[src/rtl/controle_relogio.sv]
// Digital clock controller: HH:MM:SS counting driven by a 1 Hz strobe, plus a
// three-mode button interface for setting hours and minutes with a blink flag.
module controle_relogio #(
  parameter int unsigned HOURS_MOD = 24
) (
  input  logic       clk_in,
  input  logic       rst,
  input  logic       clk_1hz,
  input  logic       btn_mode,
  input  logic       btn_inc,
  output logic [4:0] hours,
  output logic [5:0] minutes,
  output logic [5:0] seconds,
  output logic [1:0] mode,
  output logic       blink
);

  localparam logic [1:0] StRun     = 2'd0;
  localparam logic [1:0] StSetHour = 2'd1;
  localparam logic [1:0] StSetMin  = 2'd2;

  localparam logic [4:0] HourMax = 5'(HOURS_MOD - 1);
  localparam logic [5:0] SixtyMax = 6'd59;

  logic clk_d;
  logic mode_s1_q, mode_s2_q, mode_hist_q;
  logic inc_s1_q, inc_s2_q, inc_hist_q;
  logic tick, mode_pulse, inc_pulse;

  logic [4:0] hours_q, hours_d, run_hours;
  logic [5:0] minutes_q, minutes_d, run_minutes;
  logic [5:0] seconds_q, seconds_d, run_seconds;
  logic [1:0] mode_q, mode_d;
  logic       blink_q, blink_d;

  // Edge detectors; flops reset high so inputs already high at release stay silent.
  always_ff @(posedge clk_in) begin
    if (!rst) begin
      clk_d       <= 1'b1;
      mode_s1_q   <= 1'b1;
      mode_s2_q   <= 1'b1;
      mode_hist_q <= 1'b1;
      inc_s1_q    <= 1'b1;
      inc_s2_q    <= 1'b1;
      inc_hist_q  <= 1'b1;
    end else begin
      clk_d       <= clk_1hz;
      mode_s1_q   <= btn_mode;
      mode_s2_q   <= mode_s1_q;
      mode_hist_q <= mode_s2_q;
      inc_s1_q    <= btn_inc;
      inc_s2_q    <= inc_s1_q;
      inc_hist_q  <= inc_s2_q;
    end
  end

  assign tick       = clk_1hz & ~clk_d;
  assign mode_pulse = mode_s2_q & ~mode_hist_q;
  assign inc_pulse  = inc_s2_q & ~inc_hist_q;

  // Time advanced by one second, with cascaded compare-at-maximum wraps.
  always_comb begin
    run_seconds = (seconds_q == SixtyMax) ? 6'd0 : seconds_q + 6'd1;
    run_minutes = minutes_q;
    run_hours   = hours_q;
    if (seconds_q == SixtyMax) begin
      run_minutes = (minutes_q == SixtyMax) ? 6'd0 : minutes_q + 6'd1;
      if (minutes_q == SixtyMax) begin
        run_hours = (hours_q == HourMax) ? 5'd0 : hours_q + 5'd1;
      end
    end
  end

  always_comb begin
    hours_d   = hours_q;
    minutes_d = minutes_q;
    seconds_d = seconds_q;
    mode_d    = mode_q;
    blink_d   = blink_q;
    if (mode_pulse) begin
      // Mode change dominates: any inc is dropped and blink restarts visible.
      blink_d = 1'b1;
      case (mode_q)
        StRun: begin
          mode_d = StSetHour;
          if (tick) begin
            hours_d   = run_hours;
            minutes_d = run_minutes;
            seconds_d = run_seconds;
          end
        end
        StSetHour: mode_d = StSetMin;
        StSetMin: begin
          mode_d    = StRun;
          seconds_d = 6'd0;
        end
        default: mode_d = StRun;
      endcase
    end else begin
      case (mode_q)
        StRun: begin
          if (tick) begin
            hours_d   = run_hours;
            minutes_d = run_minutes;
            seconds_d = run_seconds;
          end
        end
        StSetHour: begin
          if (tick) blink_d = ~blink_q;
          if (inc_pulse) hours_d = (hours_q == HourMax) ? 5'd0 : hours_q + 5'd1;
        end
        StSetMin: begin
          if (tick) blink_d = ~blink_q;
          if (inc_pulse) minutes_d = (minutes_q == SixtyMax) ? 6'd0 : minutes_q + 6'd1;
        end
        default: mode_d = StRun;
      endcase
    end
  end

  always_ff @(posedge clk_in) begin
    if (!rst) begin
      hours_q   <= 5'd0;
      minutes_q <= 6'd0;
      seconds_q <= 6'd0;
      mode_q    <= StRun;
      blink_q   <= 1'b1;
    end else begin
      hours_q   <= hours_d;
      minutes_q <= minutes_d;
      seconds_q <= seconds_d;
      mode_q    <= mode_d;
      blink_q   <= blink_d;
    end
  end

  assign hours   = hours_q;
  assign minutes = minutes_q;
  assign seconds = seconds_q;
  assign mode    = mode_q;
  assign blink   = blink_q;

endmodule

[config.mk]
export PLATFORM = sky130hd
export DESIGN_NAME = controle_relogio
export DESIGN_NICKNAME = d
export VERILOG_FILES = /design/src/rtl/controle_relogio.sv
export SDC_FILE = /design/constraint.sdc
export NUM_CORES = 1
export LEC_CHECK = 0
export ABC_AREA = 1
export ABC_CLOCK_PERIOD_IN_PS = 1270
export CELL_PAD_IN_SITES_DETAIL_PLACEMENT = 2
export CELL_PAD_IN_SITES_GLOBAL_PLACEMENT = 2
export CORE_ASPECT_RATIO = 0.5
export CORE_MARGIN = 3
export CORE_UTILIZATION = 26
export DETAILED_ROUTE_END_ITERATION = 10
export PLACE_DENSITY_LB_ADDON = 0.05
export SYNTH_ARGS = -nofsm -noshare
export SYNTH_HDL_FRONTEND = slang
export SYNTH_SLANG_ARGS = --single-unit
[constraint.sdc]
create_clock -name clk_in -period 1.27 [get_ports clk_in]
set_input_delay 0.254 -clock clk_in [delete_from_list [all_inputs] [get_ports clk_in]]
set_output_delay 0.254 -clock clk_in [all_outputs]
set_load 0.01 [all_outputs]
## After elaboration in Yosys (flattened, before gate mapping)

Cells that the tools add are included.

- Memory bits (read-only): 0
- Input port bits: 5
- Latch bits: 0
- Output and inout port bits: 20
- Memory bits (writable): 0
- Memories: 0
- Bits in registers: 27

- $add $sub $neg: 3
- Reductions and logical operators: 11
- Bitwise operators: 8
- Order comparisons: 0
- Multiply operators: 0
- Equal/unequal tests: 9
- Shift-type cells: 0
- Div/mod/pow operators: 0
- Muxes and demuxes: 23

Operators with widths:

| kind | number |
|---|---|
| $mux 6 | 10 |
| $mux 5 | 7 |
| $pmux 6 s2 | 2 |
| $add 6x1->6 const B | 2 |
| $eq 6x6->1 const B | 2 |
| $pmux 5 s2 | 1 |
| $ne 3x3->1 const B | 2 |
| $reduce_and 3->1 | 2 |
| $reduce_bool 2->1 | 3 |
| $add 5x1->5 const B | 1 |
| $eq 5x5->1 const B | 1 |
| $not 1->1 | 5 |
| $mux 2 | 2 |
| $ne 2x1->1 const B | 2 |
| $pmux 2 s2 | 1 |
| $reduce_and 2->1 | 2 |
| $reduce_or 2->1 | 2 |
| $and 1x1->1 | 3 |
| $reduce_or 3->1 | 1 |
| $eq 2x1->1 const B | 1 |
| $eq 2x2->1 const B | 1 |
| $logic_not 2->1 | 1 |

## Depth between registers and ports, before layout

- Depth after elaboration: 7
- Gate-level depth with buffers: 10

## Worst setup path after synthesis

Ideal clock, no wire load.

- Path type: register to register
- From: register mode_q[0], in the netlist mode[0]
- To: register minutes_q[1], in the netlist minutes[1]
- Setup time: 0.115 ns
- Setup slack: -0.159 ns
- Required time: 1.155 ns
- Period minus slack after synthesis: 1.429 ns
- Arrival: 1.314 ns
- Path buffers: 0
- Cell stages (with the launch flop): 9
- Path through: dfxtp_1 > inv_1 > ha_1 > nand2_4 > nand2_1 > o21ai_4 > nand3_1 > nand2_1 > nor2_1

- Word-level cells in the longest chain between the ends: 3

RTL lines:

| element | RTL line | source |
|---|---|---|
| from (decl) | 33 | `logic [1:0] mode_q, mode_d;` |
| from (signal assigned) | 126 | `mode_q <= StRun;` |
| from (signal assigned) | 132 | `mode_q <= mode_d;` |
| $eq 2x2->1 / $logic_not 2->1 (equally long branches) | 100, 83 |  |
| $ne 3x3->1 (no line), or another cell as far along | - |  |
| $reduce_and 3->1 (no line) / $mux 6 (equally long branches) | - |  |
| to (signal assigned) | 130 | `minutes_q <= minutes_d;` |
| to (decl) | 31 | `logic [5:0] minutes_q, minutes_d, run_minutes;` |

Parallel ways exist; a longest one is shown, timed or not.
A chain may end at the register's enable or synchronous reset.

## Worst setup path in the final report

- From: input clk_1hz
- To: register minutes_q[1], in the netlist minutes[1]

- Word-level cells in the longest chain between the ends: 4

RTL lines:

| element | RTL line | source |
|---|---|---|
| from (decl) | 8 | `input logic clk_1hz,` |
| $and 1x1->1 (*) | 57 | `assign tick = clk_1hz & ~clk_d;` |
| $mux 6 (*) | - |  |
| $pmux 6 s2 / $mux 6 (equally long branches) | - |  |
| $mux 6 (*) | - |  |

Every way passes the cells marked *; elsewhere a longest branch is shown, timed or not. The select of a mux whose other input is x is not followed.

==> results.yml <==
power_and_ir_drop:
  p_int_mw: 1.162
  p_sw_share_pct: 26.79
  leakagePower_nw: 1.063
  seq_power_share_pct: 54.7
  p_comb_share_pct: 11.6
  clkPwrFrac_pct: 33.7
  peakVddDrop_mv: 0.4111
  power.switching_mw: 0.4255
  p_per_area_nw_per_um2: 686.0
route:
  initialDrtViolationCount: 28
  antenna_left: 0
  drt-wirelength-per-cell_um: 15.96
  dr.pass1.iters: 4
  vias: 1487
  drc_errors: 0
  via_per_inst: 4.575
  finalWirelength_um: 5186
global_routing:
  grt_pass1_wl_um: 8052
  grtUsageTotal_pct: 16.20
  grt_overflow: 0
  grt_start_max_net_pins: 16
  grt_pass1_vias: 1641
  antenna_found_initial: 0
yosys:
  yosysTopAreaCell: "dfxtp_1"
  synth.distinct_cells: 24
  synth_nets: 208
  synth_area_um2: 1400
  ys_seq_area_share_pct: 38.61
  synth_seq_cells: 27
  synth_area_per_cell_um2: 7.180
  syn_inst: 195
  synth_top_cell_area_share_pct: 38.61
  synth_warnings: 0
  synthTopCellsByArea: "dfxtp_1 (39%), nand2_1 (13%), ha_1 (7.1%)"
worst_setup_path:
  end_kind: "flip-flop"
  max_stage_delay_ns: 0.54
  cp_num_buf_inv: 1
  cp_max_fo: 8
  crit_required_ns: 1.46
  r2r-start: "mode[1]"
  critPathLaunchType: "input pin"
  worstSetupPathType: "input pin to flip-flop"
  cp-startpoint: "clk_1hz"
  path_cells: "clkdlybuf4s50_1 > nand4_1 > o21ai_4 > nand2_4 > o21ai_2 > nor2_1"
  slowest_stage: "clkdlybuf4s50_1"
  path_delay_family: "buffers and inverters"
  crit_arrival_ns: 1.64
layout:
  finalNetCount: 269
  utilization_pct: 45.68
  final_layout_size_suffix_gt1_share_pct: 50.98
  antenna_cells: 0
  area_growth_pct: 65.33
placement:
  gp_congestion: 0.6871
  port_buffers: 24
  dp_hpwl_um: 3363
cts:
  clkLatencyLatePin_ns: 0.29
  cts.clk_slew.worst_paths_ns: 0.10
  max-clock-path-buffers: 2
  cts_tree: "done"
  cts_max_level: 1
  clock_sinks: 27
  cts_root_buf: "clkbuf_8"
  hold_buffers: 0
  cts_buffers: 3
sta:
  hold_violations: 0
  finalCritPeriodShare_pct: 114.4
  rsz0062_at_grt: "yes"
  worst_pin_slew_ns: 0.2997
  fin_ws_ns: -0.1833
  report.final.slew_viol_count: 0
  fin_crit_ns: 1.453
  whs_ns: 0.4480
  fmax_mhz: 688.1
  finalClockSkew_ns: 0.009324
  setup-violations-final: 17
  slew_headroom_pct: 79.94
floorplan:
  core-area_um2: 5067
  die_area_um2: 6355
  floorplan.initialDensity_pct: 27.63
  rows: 18
  dieHeight_um: 57.89
  ioPinCount: 25
  die_w_um: 109.8
run_status:
  violations: "setup timing"
  run_status: "complete, but fails checks"
min_path:
  hp-class: "flip-flop to flip-flop"
  min-delay-start: "inc_s1_q"
job:
  max-cap-violations: 0
-- placed cells by master (no fill, tap or decap), types with 3 or more instances in the layout --
cell type,instances
nand2_1,36
buf_4,25
inv_1,17
nor2_1,16
dlygate4sd2_1,14
dfxtp_2,13
nand2_2,10
nand3_1,10
dfxtp_1,10
inv_2,8
nand2_4,7
nor2_2,7
a21oi_1,7
buf_6,7
a21oi_2,6
or2_2,6
nor2_4,5
ha_4,5
clkdlybuf4s50_1,4
dfxtp_4,4
nand3_4,3
nand3_2,3
clkbuf_8,3
clkbuf_2,3
-- sequential cells by signal, indices dropped and copies added (netlist names) --
name	flops
blink	1
clk_d	1
hours	5
inc_hist_q	1
inc_s1_q	1
inc_s2_q	1
minutes	6
mode	2
mode_hist_q	1
mode_s1_q	1
mode_s2_q	1
seconds	6
-- repair_timing --
| action | CTS | global route |
|---|---|---|
| endpoints found under the setup margin | 37 | 27 |
| setup buffers | 4 | 3 |
| hold endpoints to repair | 0 | 0 |
| resized for setup | 77 | 33 |
| pin swaps | 19 | 13 |
| cloned | 1 | 0 |
-- final cells by class --
| class | instances | area, µm² |
|---|---|---|
| clock inverters | 1 | 5.005 |
| clock buffers | 3 | 41.29 |
| flip-flops and latches | 27 | 571.8 |
| well taps | 70 | 87.58 |
| multi-input cells | 139 | 1011 |
| repair buffers | 56 | 474.2 |
| inverters | 29 | 123.9 |
| fillers | 559 | 2753 |
-- cell families after synthesis --
| logic type | after synthesis | share of synthesized area [%] |
|---|---|---|
| flops | 27 | 38.61 |
| fa+ha+maj | 8 | 7.150 |
| compound gates | 23 | 10.55 |
| buf+inv | 30 | 8.132 |
| simple gates | 107 | 35.57 |
-- power groups by stage --
stage	clock network [mW]	logic, mW	registers [mW]
detailed placement	0	0.140	0.885
floorplan	0	0.0625	0.888
global placement	0	0.133	0.884
CTS	0.557	0.154	0.867
global route	0.588	0.202	0.870
finish	0.536	0.184	0.868
-- path summary, 6_finish.rpt --
check	endpoint	slack (ns)	depth (start not counted)
max	minutes[1]	-0.18	6
min reg2reg	inc_s2_q	0.45	1
max reg2reg	minutes[1]	-0.16	9
min	inc_s2_q	0.45	1
-- through the flow --
| step | area [µm²] | TNS (ns) | worst slack [ns] | power (mW) | cells |
|---|---|---|---|---|---|
| after floorplan | 1468 | 0 | 0.002891 | 0.9502 | 195 |
| after global placement | 1986 | -5.618 | -0.3569 | 1.017 | 314 |
| after detailed placement | 1986 | -6.493 | -0.3814 | 1.024 | 314 |
| after CTS | 2198 | -0.9730 | -0.1008 | 1.578 | 323 |
| after global routing | 2315 | -3.110 | -0.2945 | 1.660 | 325 |
| final | 2315 | -1.574 | -0.1833 | 1.588 | 325 |
-- per-layer routing --
layer	wire length [µm]	up-vias	global-route usage, %
met4	17	0	2.309
li1	-	738	-
met2	2571	16	27.07
met5	0	-	0
met3	126	3	3.893
met1	2472	730	21.86
-- synth_stat cells (all sizes together) --
cell type / instances
a21oi: 15
a31oi: 1
and3: 1
buf: 1
dfxtp: 27
ha: 8
inv: 29
nand2: 53
nand3: 16
nand3b: 1
nand4: 2
nor2: 28
o211ai: 1
o21a: 1
o21ai: 5
or2: 6
Power figures use the tool's default switching activity.
==> RTL change 1: new RTL, same flow settings <==
Make the reset (`rst`) asynchronous in 2 clocked blocks.
--- a/src/rtl/controle_relogio.sv
+++ b/src/rtl/controle_relogio.sv
@@ -34,7 +34,7 @@
   logic       blink_q, blink_d;
 
   // Edge detectors; flops reset high so inputs already high at release stay silent.
-  always_ff @(posedge clk_in) begin
+  always_ff @(posedge clk_in or negedge rst) begin
     if (!rst) begin
       clk_d       <= 1'b1;
       mode_s1_q   <= 1'b1;
@@ -118,7 +118,7 @@
     end
   end
 
-  always_ff @(posedge clk_in) begin
+  always_ff @(posedge clk_in or negedge rst) begin
     if (!rst) begin
       hours_q   <= 5'd0;
       minutes_q <= 6'd0;
Formal check against the unedited RTL: differs if rst is asserted again (counterexample within 4 cycles, from zero or initial values and one cycle with rst low); with rst held inactive, the same outputs for 10 cycles.
==> RTL change 1 against the unedited design <==
- the flow still finishes with violations (negative setup slack)
- design area up 2.4%
- sequential cell count unchanged
- area after synthesis increased by 1.1%
- worst setup slack worse by 49 ps
- wire length fell by 3.7%
- register-to-register slack worse by 70 ps
- critical endpoint is now minutes[2]$_DFFE_PN0P_
Power is not compared: it rests on default switching activity, and its combinational part moved more than twofold at a synthesized area within 25%.
==> RTL change 1: results (changes against the unedited design) <==
Synth
  • Syn nets: 179 (was 208)
  • Syn Inst Count: 166 (was 195)
  • Predominant post-synthesis flop cell: dfrtp_1 (was dfxtp_1)
  • Synth cell types: 26 (was 24)
  • Synth area leaders: dfrtp_1 (34%), dfstp_2 (15%), nand2_1 (9.8%), ha_1 (7.1%), inv_1 (6.1%) (was dfxtp_1 (39%), nand2_1 (13%), ha_1 (7.1%), inv_1 (6.4%), nor2_1 (5.9%))
  • Async set-or-reset flop fraction in the synthesized netlist: 100.0% (was 0%)

Detailed routing
  • DR iter-0 viols: 51 (was 28)
  • Via count: 1429 (was 1487)
  • Met2 routed WL: 2635 µm (was 2571 µm)
  • Met3 routed wirelength: 136 µm (was 126 µm)
  • Initial DRT Pass Iterations: 4 (unchanged)

Critical path
  • Arr. time, crit path: 1680 ps (was 1640 ps)
  • Kind of critical path: reg -> reg (was in -> reg)
  • Reg2Reg Depth: 10 (was 9)
  • Reg2reg end: minutes[2]$_DFFE_PN0P_ (was minutes[1]$_SDFFE_PN0P_)
  • Max Fanout on Critical Path: 5 (was 8)
  • Reg2reg start: mode[0]$_DFFE_PN0P_ (was mode[1]$_SDFFE_PN0P_)
  • CP top delay family: flip-flops (was buffers and inverters)
  • Critical path's largest stage delay: 450 ps (was 540 ps)

Clock tree
  • Post-cts resize count: 83 (was 77)
  • Post-CTS Repair Setup Buffers: 17 (was 4)

Final layout
  • Signal inverters: 25 (was 29)
  • Bufs w/o clock: 73 (was 56)
  • Comb_multi_in: 115 (was 139)
  • Data buffer area share: 24.75% (was 20.49%)
  • Final net count: 258 (was 269)
  • Clock-cell share: 1.953% (was 2.000%)
  • Multi-input logic area: 854.6 µm² (was 1011 µm²)
  • Seq/total area: 29.08% (was 24.70%)
  • FILL cells: 565 (was 559)
  • Share of cells above drive strength 1: 53.28% (was 50.98%)

Place
  • Detailed placement HPWL: 3118 µm (was 3363 µm)
  • Placed cell areas: 2037 µm² (was 1986 µm²)
  • Gp weighted congestion: 0.7894 (was 0.6871)
  • Post-Place Cells: 290 (was 314)
  • Worst slack, placed: -451.4 ps (was -381.4 ps)

Worst hold path
  • Tightest Hold Check Type: in -> async (was reg -> reg)

Global route
  • Met3 GRT Util: 3.671% (was 3.893%)
  • Largest net degree at the start of global routing: 28 (was 16)
  • Met2 GRT Util: 28.71% (was 27.07%)
  • Global-route wire length before repair: 7852 µm (was 8052 µm)
  • Overflow after GRT: 0 (unchanged)
  • Number of global-route vias before repair: 1590 (was 1641)
  • Met1 GRT Util: 19.34% (was 21.86%)
  • Gr usage total: 15.87% (was 16.20%)

STA
  • Final WS setup: -232.3 ps (was -183.3 ps)
  • Slew @ Worst Pin: 349.0 ps (was 299.7 ps)
  • Setup violations, final: 20 (was 17)
  • Worst Skew: 11.18 ps (was 9.324 ps)

Run status
  • Status: complete, but fails checks (unchanged)
  • Violated checks: negative setup slack (unchanged)
==> RTL change 1: cell count changes in the layout (fill, tap and decap cells not counted), moves of 5 or more <==
cell | unedited run | this run
dfxtp_1 | 10 | 0
or2_2 | 6 | 0
nand2_1 | 36 | 27
dfxtp_2 | 13 | 0
dfstp_2 | 0 | 8
buf_2 | 2 | 7
dfrtp_1 | 0 | 16
nor2_1 | 16 | 8
dlygate4sd2_1 | 14 | 9
buf_4 | 25 | 44
==> RTL change 1: cell families (layout without fill, tap and decap cells) <==
| logic type | count (synthesis) | in the layout | synth area share, % |
|---|---|---|---|
| AND/OR/NAND/NOR | 84 | 85 | 28.65 |
| flip-flops | 27 | 27 | 48.45 |
| buffers and inverters | 25 | 102 | 6.631 |
| AO/OA/AOI/OAI | 21 | 21 | 8.577 |
| adder cells (fa/ha/maj) | 8 | 8 | 7.074 |
| XOR/XNOR | 1 | 1 | 0.6190 |
==> RTL change 2: new RTL, same settings <==
Without the edit above. Change the localparam `SixtyMax` from 6'd59 to 6'd29.
--- a/src/rtl/controle_relogio.sv
+++ b/src/rtl/controle_relogio.sv
@@ -20,7 +20,7 @@
   localparam logic [1:0] StSetMin  = 2'd2;
 
   localparam logic [4:0] HourMax = 5'(HOURS_MOD - 1);
-  localparam logic [5:0] SixtyMax = 6'd59;
+  localparam logic [5:0] SixtyMax = 6'd29;
 
   logic clk_d;
   logic mode_s1_q, mode_s2_q, mode_hist_q;
Formal check against the unedited RTL: no difference found for any inputs over 10 cycles, from zero or initial values and one cycle with rst low; that may be too few to reach the edited logic, so the function may still have changed.
==> RTL change 2 against the unedited design <==
- the flow still finishes with violations (negative setup slack)
- design area rose by 13%
- sequential power hardly changed
- total power up 15%
- utilization is 3.8 points higher
- worst setup slack lost 67 ps
- register-to-register slack lost 90 ps
- sequential cell count stayed put
- clock skew down 2.8 ps
- global-route usage up 0.55 points
- wire length up 36%
- area after synthesis grew 8.5%
- highest routed layer unchanged
==> RTL change 2: results (changes against the unedited design) <==
Run status
  • Status: complete, but fails checks (unchanged)
  • Violated checks: negative setup slack (unchanged)

Critical path
  • CP max-delay cell: dfxtp_4 (was clkdlybuf4s50_1)
  • Critical path's largest stage delay: 360 ps (was 540 ps)
  • Max Fanout on Critical Path: 2 (was 8)
  • Arr. time, crit path: 1680 ps (was 1640 ps)
  • CP top delay family: simple AND/OR/NAND/NOR gates (was buffers and inverters)

Detailed routing
  • DR iter-0 viols: 50 (was 28)
  • DR WL/cell: 19.96 µm (was 15.96 µm)
  • Drt total wl: 7066 µm (was 5186 µm)

Final layout
  • Share of cells above drive strength 1: 49.65% (was 50.98%)
  • Final net count: 300 (was 269)

Synth
  • Synth area leaders: dfxtp_1 (36%), nand2_1 (13%), inv_1 (8.6%), ha_1 (8.2%), nor2_1 (6.7%) (was dfxtp_1 (39%), nand2_1 (13%), ha_1 (7.1%), inv_1 (6.4%), nor2_1 (5.9%))
  • Seq/Total Area, Yosys: 35.58% (was 38.61%)
  • Syn Inst Count: 218 (was 195)
  • Compound-gate portion of the synthesized area: 8.814% (was 10.55%)
  • Syn nets: 233 (was 208)
  • Synth Area in Adders: 8.237% (was 7.149%)
  • Post-synth top cells: nand2_1 (52), inv_1 (35), dfxtp_1 (27), nor2_1 (27), nand3_1 (13) (was nand2_1 (47), dfxtp_1 (27), inv_1 (24), nor2_1 (22), nand3_1 (16))
  • Synth cell types: 26 (was 24)

Global route
  • Largest net degree at the start of global routing: 17 (was 16)
  • Gr usage total: 16.75% (was 16.20%)
  • Number of global-route vias before repair: 1737 (was 1641)
  • Global-route wire length before repair: 8818 µm (was 8052 µm)

STA
  • Worst Skew: 6.511 ps (was 9.324 ps)
  • Final WS setup: -250.3 ps (was -183.3 ps)
  • Setup TNS Final: -2559 ps (was -1574 ps)
  • Setup violations, final: 18 (was 17)

Place
  • Detailed placement HPWL: 3674 µm (was 3363 µm)
  • Placed cell areas: 2069 µm² (was 1986 µm²)

Worst hold path
  • Worst hold path depth: 2 (was 1)
  • Tightest Hold Check Type: in -> reg (was reg -> reg)

Clock tree
  • Root Buffer: clkbuf_16 (was clkbuf_8)
  • CTS clk-pin slew, worst paths: 70 ps (was 100 ps)
RTL change 2: cell count changes after synthesis, moves of 3 or more:
cell     delta
a21oi_1     -3
inv_1      +11
inv_2       -3
nand2_1     +5
nand2_2     +3
nand3_1     -3
nor2_1      +5
RTL change 2: final cells by class:
cell class              instances  area (µm²)  share of cell area (%)
inverters                      37       148.9                   5.713
clock inverters                 1       7.507                  0.2880
flip-flops and latches         27       566.8                   21.75
repair buffers                 63       536.8                   20.60
clock buffers                   3       75.07                   2.880
well taps                      70       87.58                   3.361
multi-input cells             153        1184                   45.42
RTL change 2: path summary, 6_finish.rpt:
check | to | slack, ps
max | hours[2]$_SDFFE_PN0P_ | -250
min | clk_d$_SDFF_PN1_ | 270
max reg2reg | hours[2]$_SDFFE_PN0P_ | -250
min reg2reg | mode_s2_q$_SDFF_PN1_ | 430
RTL change 2: repair_timing:
action / in CTS / in global routing
pin swaps: 23 / 24
resized for setup: 75 / 59
gates cloned: 1 / 0
endpoints found under the setup margin: 37 / 24
setup buffers: 3 / 10
RTL change 2: layer usage:
layer	GRT usage (%)	up-vias	share of wire (%)
met5	0	-	0
met4	5.076	0	1.4
met3	3.134	10	3.1
met2	29.87	28	51
met1	20.92	836	45
li1	-	808	-
RTL change 2: power groups by stage:
stage	Sequential, mW	Combinational (mW)	Clock, mW
after floorplan	0.887	0.0699	0
after global placement	0.883	0.135	0
after detailed placement	0.884	0.141	0
after CTS	0.865	0.159	0.787
after global routing	0.867	0.227	0.810
final	0.866	0.209	0.756
RTL change 2: logic make-up after synthesis:
| family | count (synthesis) |
|---|---|
| AND/OR/NAND/NOR | 118 |
| buffers and inverters | 39 |
| flip-flops | 27 |
| AO/OA/AOI/OAI | 22 |
| adder cells (fa/ha/maj) | 10 |
| XOR/XNOR | 2 |
